`src/rtl/reg_writeback_queue_if.sv`:
```
// Writeback bus: ALU and long-latency result inputs, register file write
// outputs, scoreboard and FIFO occupancy.
interface reg_writeback_queue_if #(
  parameter int DEPTH = 4
);
  logic                     AluValid_i;
  logic [4:0]               AluRd_i;
  logic [31:0]              AluData_i;
  logic                     AluStall_o;
  logic                     LongIssue_i;
  logic [4:0]               LongIssueRd_i;
  logic                     LongValid_i;
  logic [4:0]               LongRd_i;
  logic [31:0]              LongData_i;
  logic                     LongReady_o;
  logic                     RegWrite_o;
  logic [4:0]               WriteRegister_o;
  logic [31:0]              WriteData_o;
  logic [31:0]              Pending_o;
  logic [$clog2(DEPTH):0]   Count_o;

  modport master (
    output AluValid_i, AluRd_i, AluData_i, LongIssue_i, LongIssueRd_i,
           LongValid_i, LongRd_i, LongData_i,
    input  AluStall_o, LongReady_o, RegWrite_o, WriteRegister_o,
           WriteData_o, Pending_o, Count_o
  );

  modport slave (
    input  AluValid_i, AluRd_i, AluData_i, LongIssue_i, LongIssueRd_i,
           LongValid_i, LongRd_i, LongData_i,
    output AluStall_o, LongReady_o, RegWrite_o, WriteRegister_o,
           WriteData_o, Pending_o, Count_o
  );
endinterface

```
`src/rtl/reg_writeback_queue.sv`:
```
// Register file write-port owner: merges ALU results with FIFO-queued long results,
// tracks pending long writes. Define WB_BYPASS_EN to let long results skip an idle FIFO.
module reg_writeback_queue #(
  parameter int DEPTH      = 4,
  parameter int STARVE_MAX = 3
) (
  input logic                clk_i,
  input logic                rst_i,
  reg_writeback_queue_if.slave wb
);
  localparam int AW = $clog2(DEPTH);
  localparam int SW = $clog2(STARVE_MAX + 1);

  typedef struct packed {
    logic [4:0]  rd;
    logic [31:0] data;
  } entry_t;

  entry_t        fifo [DEPTH];
  entry_t        head;
  logic [AW-1:0] wrPtr, rdPtr;
  logic [AW:0]   count;
  logic [SW-1:0] starve;
  logic [31:0]   pending;
  logic          regWrite;
  logic [4:0]    writeRegister;
  logic [31:0]   writeData;

  logic          nonEmpty, longReady, accept, bypass, pushFifo, forced, pop;
  logic [31:0]   setMask, clrMask;

  assign head      = fifo[rdPtr];
  assign nonEmpty  = (count != '0);
  // count never exceeds DEPTH (a power of two), so its MSB alone marks full
  assign longReady = ~count[AW];
  assign accept    = wb.LongValid_i && longReady;
  assign forced    = nonEmpty && (starve == SW'(STARVE_MAX));
  assign pop       = forced || (!wb.AluValid_i && nonEmpty);

`ifdef WB_BYPASS_EN
  assign bypass    = accept && !nonEmpty && !wb.AluValid_i;
`else
  assign bypass    = 1'b0;
`endif
  assign pushFifo  = accept && !bypass;

  always_comb begin
    setMask = '0;
    clrMask = '0;
    if (pop)    clrMask[head.rd]     = 1'b1;
    if (bypass) clrMask[wb.LongRd_i] = 1'b1;
    if (wb.LongIssue_i && (wb.LongIssueRd_i != 5'd0))
      setMask[wb.LongIssueRd_i] = 1'b1;
  end

  // Storage carries no reset; validity is tracked by the pointers and count.
  always_ff @(posedge clk_i) begin
    if (pushFifo) fifo[wrPtr] <= '{rd: wb.LongRd_i, data: wb.LongData_i};
  end

  always_ff @(posedge clk_i) begin
    if (!rst_i) begin
      wrPtr         <= '0;
      rdPtr         <= '0;
      count         <= '0;
      starve        <= '0;
      pending       <= '0;
      regWrite      <= 1'b0;
      writeRegister <= '0;
      writeData     <= '0;
    end else begin
      if (pushFifo) wrPtr <= wrPtr + AW'(1);
      if (pop)      rdPtr <= rdPtr + AW'(1);
      count <= count + (AW+1)'(pushFifo) - (AW+1)'(pop);

      if (pop || !nonEmpty)
        starve <= '0;
      else if (starve != SW'(STARVE_MAX))
        starve <= starve + SW'(1);

      // set wins over a same-cycle clear of the same bit
      pending <= (pending & ~clrMask) | setMask;

      if (pop) begin
        regWrite      <= (head.rd != 5'd0);
        writeRegister <= head.rd;
        writeData     <= head.data;
      end else if (wb.AluValid_i) begin
        regWrite      <= (wb.AluRd_i != 5'd0);
        writeRegister <= wb.AluRd_i;
        writeData     <= wb.AluData_i;
      end else if (bypass) begin
        regWrite      <= (wb.LongRd_i != 5'd0);
        writeRegister <= wb.LongRd_i;
        writeData     <= wb.LongData_i;
      end else begin
        regWrite      <= 1'b0;
      end
    end
  end

  assign wb.AluStall_o      = forced;
  assign wb.LongReady_o     = longReady;
  assign wb.RegWrite_o      = regWrite;
  assign wb.WriteRegister_o = writeRegister;
  assign wb.WriteData_o     = writeData;
  assign wb.Pending_o       = pending;
  assign wb.Count_o         = count;
endmodule

```
`src/flat_wrapper.sv`:
```
// flat-port wrapper written by rule: the top's interface ports become plain ports
module reg_writeback_queue_flat 
#(
  parameter int DEPTH      = 4,
  parameter int STARVE_MAX = 3
)
  (clk_i, rst_i, wb_AluValid_i, wb_AluRd_i, wb_AluData_i, wb_LongIssue_i, wb_LongIssueRd_i, wb_LongValid_i, wb_LongRd_i, wb_LongData_i, wb_AluStall_o, wb_LongReady_o, wb_RegWrite_o, wb_WriteRegister_o, wb_WriteData_o, wb_Pending_o, wb_Count_o);
  reg_writeback_queue_if #(.DEPTH(DEPTH)) wb_i ();
  input logic clk_i;
  input logic rst_i;
  input wire logic [$bits(wb_i.AluValid_i)-1:0] wb_AluValid_i;
  input wire logic [$bits(wb_i.AluRd_i)-1:0] wb_AluRd_i;
  input wire logic [$bits(wb_i.AluData_i)-1:0] wb_AluData_i;
  input wire logic [$bits(wb_i.LongIssue_i)-1:0] wb_LongIssue_i;
  input wire logic [$bits(wb_i.LongIssueRd_i)-1:0] wb_LongIssueRd_i;
  input wire logic [$bits(wb_i.LongValid_i)-1:0] wb_LongValid_i;
  input wire logic [$bits(wb_i.LongRd_i)-1:0] wb_LongRd_i;
  input wire logic [$bits(wb_i.LongData_i)-1:0] wb_LongData_i;
  output wire logic [$bits(wb_i.AluStall_o)-1:0] wb_AluStall_o;
  output wire logic [$bits(wb_i.LongReady_o)-1:0] wb_LongReady_o;
  output wire logic [$bits(wb_i.RegWrite_o)-1:0] wb_RegWrite_o;
  output wire logic [$bits(wb_i.WriteRegister_o)-1:0] wb_WriteRegister_o;
  output wire logic [$bits(wb_i.WriteData_o)-1:0] wb_WriteData_o;
  output wire logic [$bits(wb_i.Pending_o)-1:0] wb_Pending_o;
  output wire logic [$bits(wb_i.Count_o)-1:0] wb_Count_o;
  assign wb_i.AluValid_i = wb_AluValid_i;
  assign wb_i.AluRd_i = wb_AluRd_i;
  assign wb_i.AluData_i = wb_AluData_i;
  assign wb_i.LongIssue_i = wb_LongIssue_i;
  assign wb_i.LongIssueRd_i = wb_LongIssueRd_i;
  assign wb_i.LongValid_i = wb_LongValid_i;
  assign wb_i.LongRd_i = wb_LongRd_i;
  assign wb_i.LongData_i = wb_LongData_i;
  assign wb_AluStall_o = wb_i.AluStall_o;
  assign wb_LongReady_o = wb_i.LongReady_o;
  assign wb_RegWrite_o = wb_i.RegWrite_o;
  assign wb_WriteRegister_o = wb_i.WriteRegister_o;
  assign wb_WriteData_o = wb_i.WriteData_o;
  assign wb_Pending_o = wb_i.Pending_o;
  assign wb_Count_o = wb_i.Count_o;
  reg_writeback_queue #(.DEPTH(DEPTH), .STARVE_MAX(STARVE_MAX)) u_core (.clk_i(clk_i), .rst_i(rst_i), .wb(wb_i));
endmodule
```
`config.mk`:
```
export PLATFORM = sky130hd
export DESIGN_NAME = reg_writeback_queue_flat
export DESIGN_NICKNAME = d
export VERILOG_FILES = /design/src/rtl/reg_writeback_queue_if.sv /design/src/rtl/reg_writeback_queue.sv /design/src/flat_wrapper.sv
export SDC_FILE = /design/constraint.sdc
export NUM_CORES = 1
export LEC_CHECK = 0
export CAP_MARGIN = 20
export CORE_ASPECT_RATIO = 0.75
export CORE_UTILIZATION = 45
export DETAILED_ROUTE_END_ITERATION = 10
export DONT_BUFFER_PORTS = 1
export PLACE_DENSITY_LB_ADDON = 0.05
export SLEW_MARGIN = 0
export SYNTH_ARGS = -nofsm -noshare
export SYNTH_HDL_FRONTEND = slang
export SYNTH_SLANG_ARGS = --single-unit
```
`constraint.sdc`:
```
create_clock -name clk_i -period 7.6 [get_ports clk_i]
set_input_delay 1.52 -clock clk_i [delete_from_list [all_inputs] [get_ports clk_i]]
set_output_delay 1.52 -clock clk_i [all_outputs]
set_load 0.02 [all_outputs]
```
==> impl_metrics.ini <==
[worst_setup_path]
crit_path_start_kind = register
slowest_stage = o31ai_4
critical_path.cell_chain = o31ai_4 > inv_1
cp.required_ns = 6.08
end_kind = primary output
cp.buffers_inverters = 1
crit_family = compound AO/OA/AOI/OAI gates
crit_fanout = 21
path_class = register to primary output
cpPeakStageDelay_ns = 0.94
cp-startpoint = u_core.wb.Count_o[2]
crit_arrival_ns = 2.27

[synth]
yosys_warnings = 0
ys_seq_area_share_pct = 65.9
async_flop_share_pct = 0
synth-edff-count = 148
syn-num-nets = 722
synth_top_flop_cell = edfxtp_1
synth_seq_cells = 229
syn_area_per_cell_um2 = 14.6
syn-cell-area_um2 = 9200
syn_inst = 630
ys_types = 43

[pwr]
p_total_uw = 3460
ir_worst_vdd_v = 0.000162
power_density_nw_per_um2 = 340
p_leak_uw = 0.00318

[timing]
clock_skew_ns = 0.0110
timing.fmax_mhz = 264
period_minus_slack_ns = 3.79
whs_ns = 0.439
setup_tns_ns = 0
relSlewSlack_pct = 27.8
worst_slew_pin_slew_ns = 1.07
fin_crit_sh_pct = 49.9
setup_violations = 0
timing_hold_violations_final = 0
rsz0062_at_grt = false
slew_viol_final = 0

[floorplanning]
row_count = 44
start_util_pct = 46.7
io_pins = 159
floorplan.die_area_um2 = 21000
core_um2 = 19700
die_w_um = 167
die_h_um = 126

[worst_hold_path]
worstHoldStart = u_core.starve[0]
min_path_type = register to register

[global_routing]
antenna_found_initial = 0
track_usage_pct = 20.5
grt_pass1_vias = 5542
grt_pass1_wl_um = 32900
grt_max_degree = 58
grt_overflow = 0

[final_layout]
syn_to_final_growth_pct = 10.5
layout_common_cells = 148 x edfxtp_1, 79 x dfxtp_1, 70 x a21oi_1, 38 x o21ai_0, 37 x mux4_2
final_common_cell = edfxtp_1
stdcell_count = 874
drive_above_1_share_pct = 16.9
nets = 696
fin_util_pct = 51.6

[placed_design]
portBuffers = 0
place_congestion = 0.759
dp.cells = 825
dp_hpwl_um = 13000

[cts]
cts_tree = yes
clock-root-buffer = clkbuf_16
clk_pin_slew_ns = 0.06
cts.sinks = 229
htreeDepth = 1
cts_setup_buffers = 0
cts.repair.resized = 0
cts-buffers-inserted = 23
clk_path_buf_depth = 3
hold_buffers = 0
insertion_delay_ns = 0.50

[routing]
wl_um = 21600
drt_iter0_drc = 442
vias = 5501
dr.pass1.iters = 5
drcViolationCount = 0
vias_per_cell = 6.29
ant_nets = 0
wl_per_cell_um = 24.7

[flow_run]
maxCapViolations = 0

[outcome]
status = completed
[layer usage]
layer  up-vias  global-route usage (%)  share of wire [%]
li1       2480                       -                  -
met1      2776                    27.7                 43
met2       215                    32.6                 46
met3        30                    6.38                9.1
met4         0                    4.91                1.9
met5         -                       0                  0
[where the power goes]
part	internal [uW]	switching [uW]	leakage (uW)
combinational	265	429	0.000785
sequential	1480	157	0.00202
clock	683	447	0.000372
total	2430	1030	0.00318
[through the flow]
stage          setup slack (ns)  area [um2]
4_1_cts                    3.78       10100
5_1_grt                    3.70       10200
2_1_floorplan              3.85        9200
6_report                   3.81       10200
3_5_place_dp               4.28        9320
3_3_place_gp               4.29        9320
[worst register-to-register path, stage by stage, from the launching register on]
cell and delay (ns):
dfxtp_2 0.31, buf_4 0.60, mux4_2 0.76, nor4_4 0.66
a2111oi_0 0.22
[sequential cells by signal, summed over array words and instances, names as in the netlist, named ones only]
signal                     count
u_core.wb.RegWrite_o           1
u_core.rdPtr                   2
u_core.wb.WriteData_o         32
u_core.fifo                  148
u_core.wb.Count_o              3
u_core.starve                  2
u_core.wb.Pending_o           32
u_core.wrPtr                   2
u_core.wb.WriteRegister_o      5
[synthesized netlist by cell type (2+ instances only)]
| cell | number | share of area (%) |
|---|---|---|
| a21oi_1 | 70 | 3.8 |
| and2_1 | 7 | 0.48 |
| and4_1 | 2 | 0.19 |
| a311oi_1 | 26 | 2.5 |
| nor2_1 | 6 | 0.24 |
| nor2b_1 | 6 | 0.41 |
| a31oi_1 | 17 | 1.2 |
| buf_1 | 5 | 0.20 |
| edfxtp_1 | 148 | 48 |
| a211oi_1 | 7 | 0.57 |
| and4b_1 | 3 | 0.33 |
| o21ai_0 | 38 | 2.1 |
| xnor2_1 | 3 | 0.29 |
| a311oi_2 | 5 | 0.82 |
| nand3_1 | 35 | 1.9 |
| a21boi_0 | 16 | 1.3 |
| dfxtp_1 | 81 | 18 |
| buf_2 | 10 | 0.54 |
| clkbuf_2 | 2 | 0.11 |
| or4_1 | 3 | 0.24 |
| buf_6 | 4 | 0.49 |
| a32oi_1 | 17 | 1.6 |
| nor4b_1 | 4 | 0.38 |
| nor4bb_1 | 3 | 0.33 |
| nor4b_4 | 2 | 0.52 |
| ha_1 | 7 | 0.95 |
| inv_1 | 9 | 0.37 |
| clkbuf_1 | 42 | 1.7 |
| mux4_2 | 37 | 9.1 |
| o31ai_1 | 2 | 0.16 |
[final timing paths]
check / endpoint / slack [ns] / cells past startpoint
worst max-delay path: wb_AluStall_o / 3.81 / 2
worst max register to register: u_core.wb.RegWrite_o / 4.89 / 4
worst min register to register: u_core.starve[0] / 0.44 / 1
worst min-delay path: u_core.starve[0] / 0.44 / 1
[logic make-up (layout without fill, tap and decap cells)]
kind of cell,after synthesis,in the layout,synth area share [%]
flip-flops,229,229,65.9
AO/OA/AOI/OAI,199,199,14.1
AND/OR/NAND/NOR,81,81,5.98
buffers and inverters,72,62,3.43
multiplexers,38,38,9.16
adder cells (fa/ha/maj),8,8,1.17
XOR/XNOR,3,3,0.286
other,0,1,0
[cell type report]
class / instances / area [um2]
diodes: 1 / 2.50
clock buffers: 36 / 684
clock inverters: 5 / 73.8
fillers: 1676 / 9530
inverters: 9 / 33.8
multi-input cells: 329 / 2860
flip-flops and latches: 229 / 6070
well taps: 253 / 317
repair buffers: 12 / 133
Note: power is estimated with default switching activity, not from simulation.
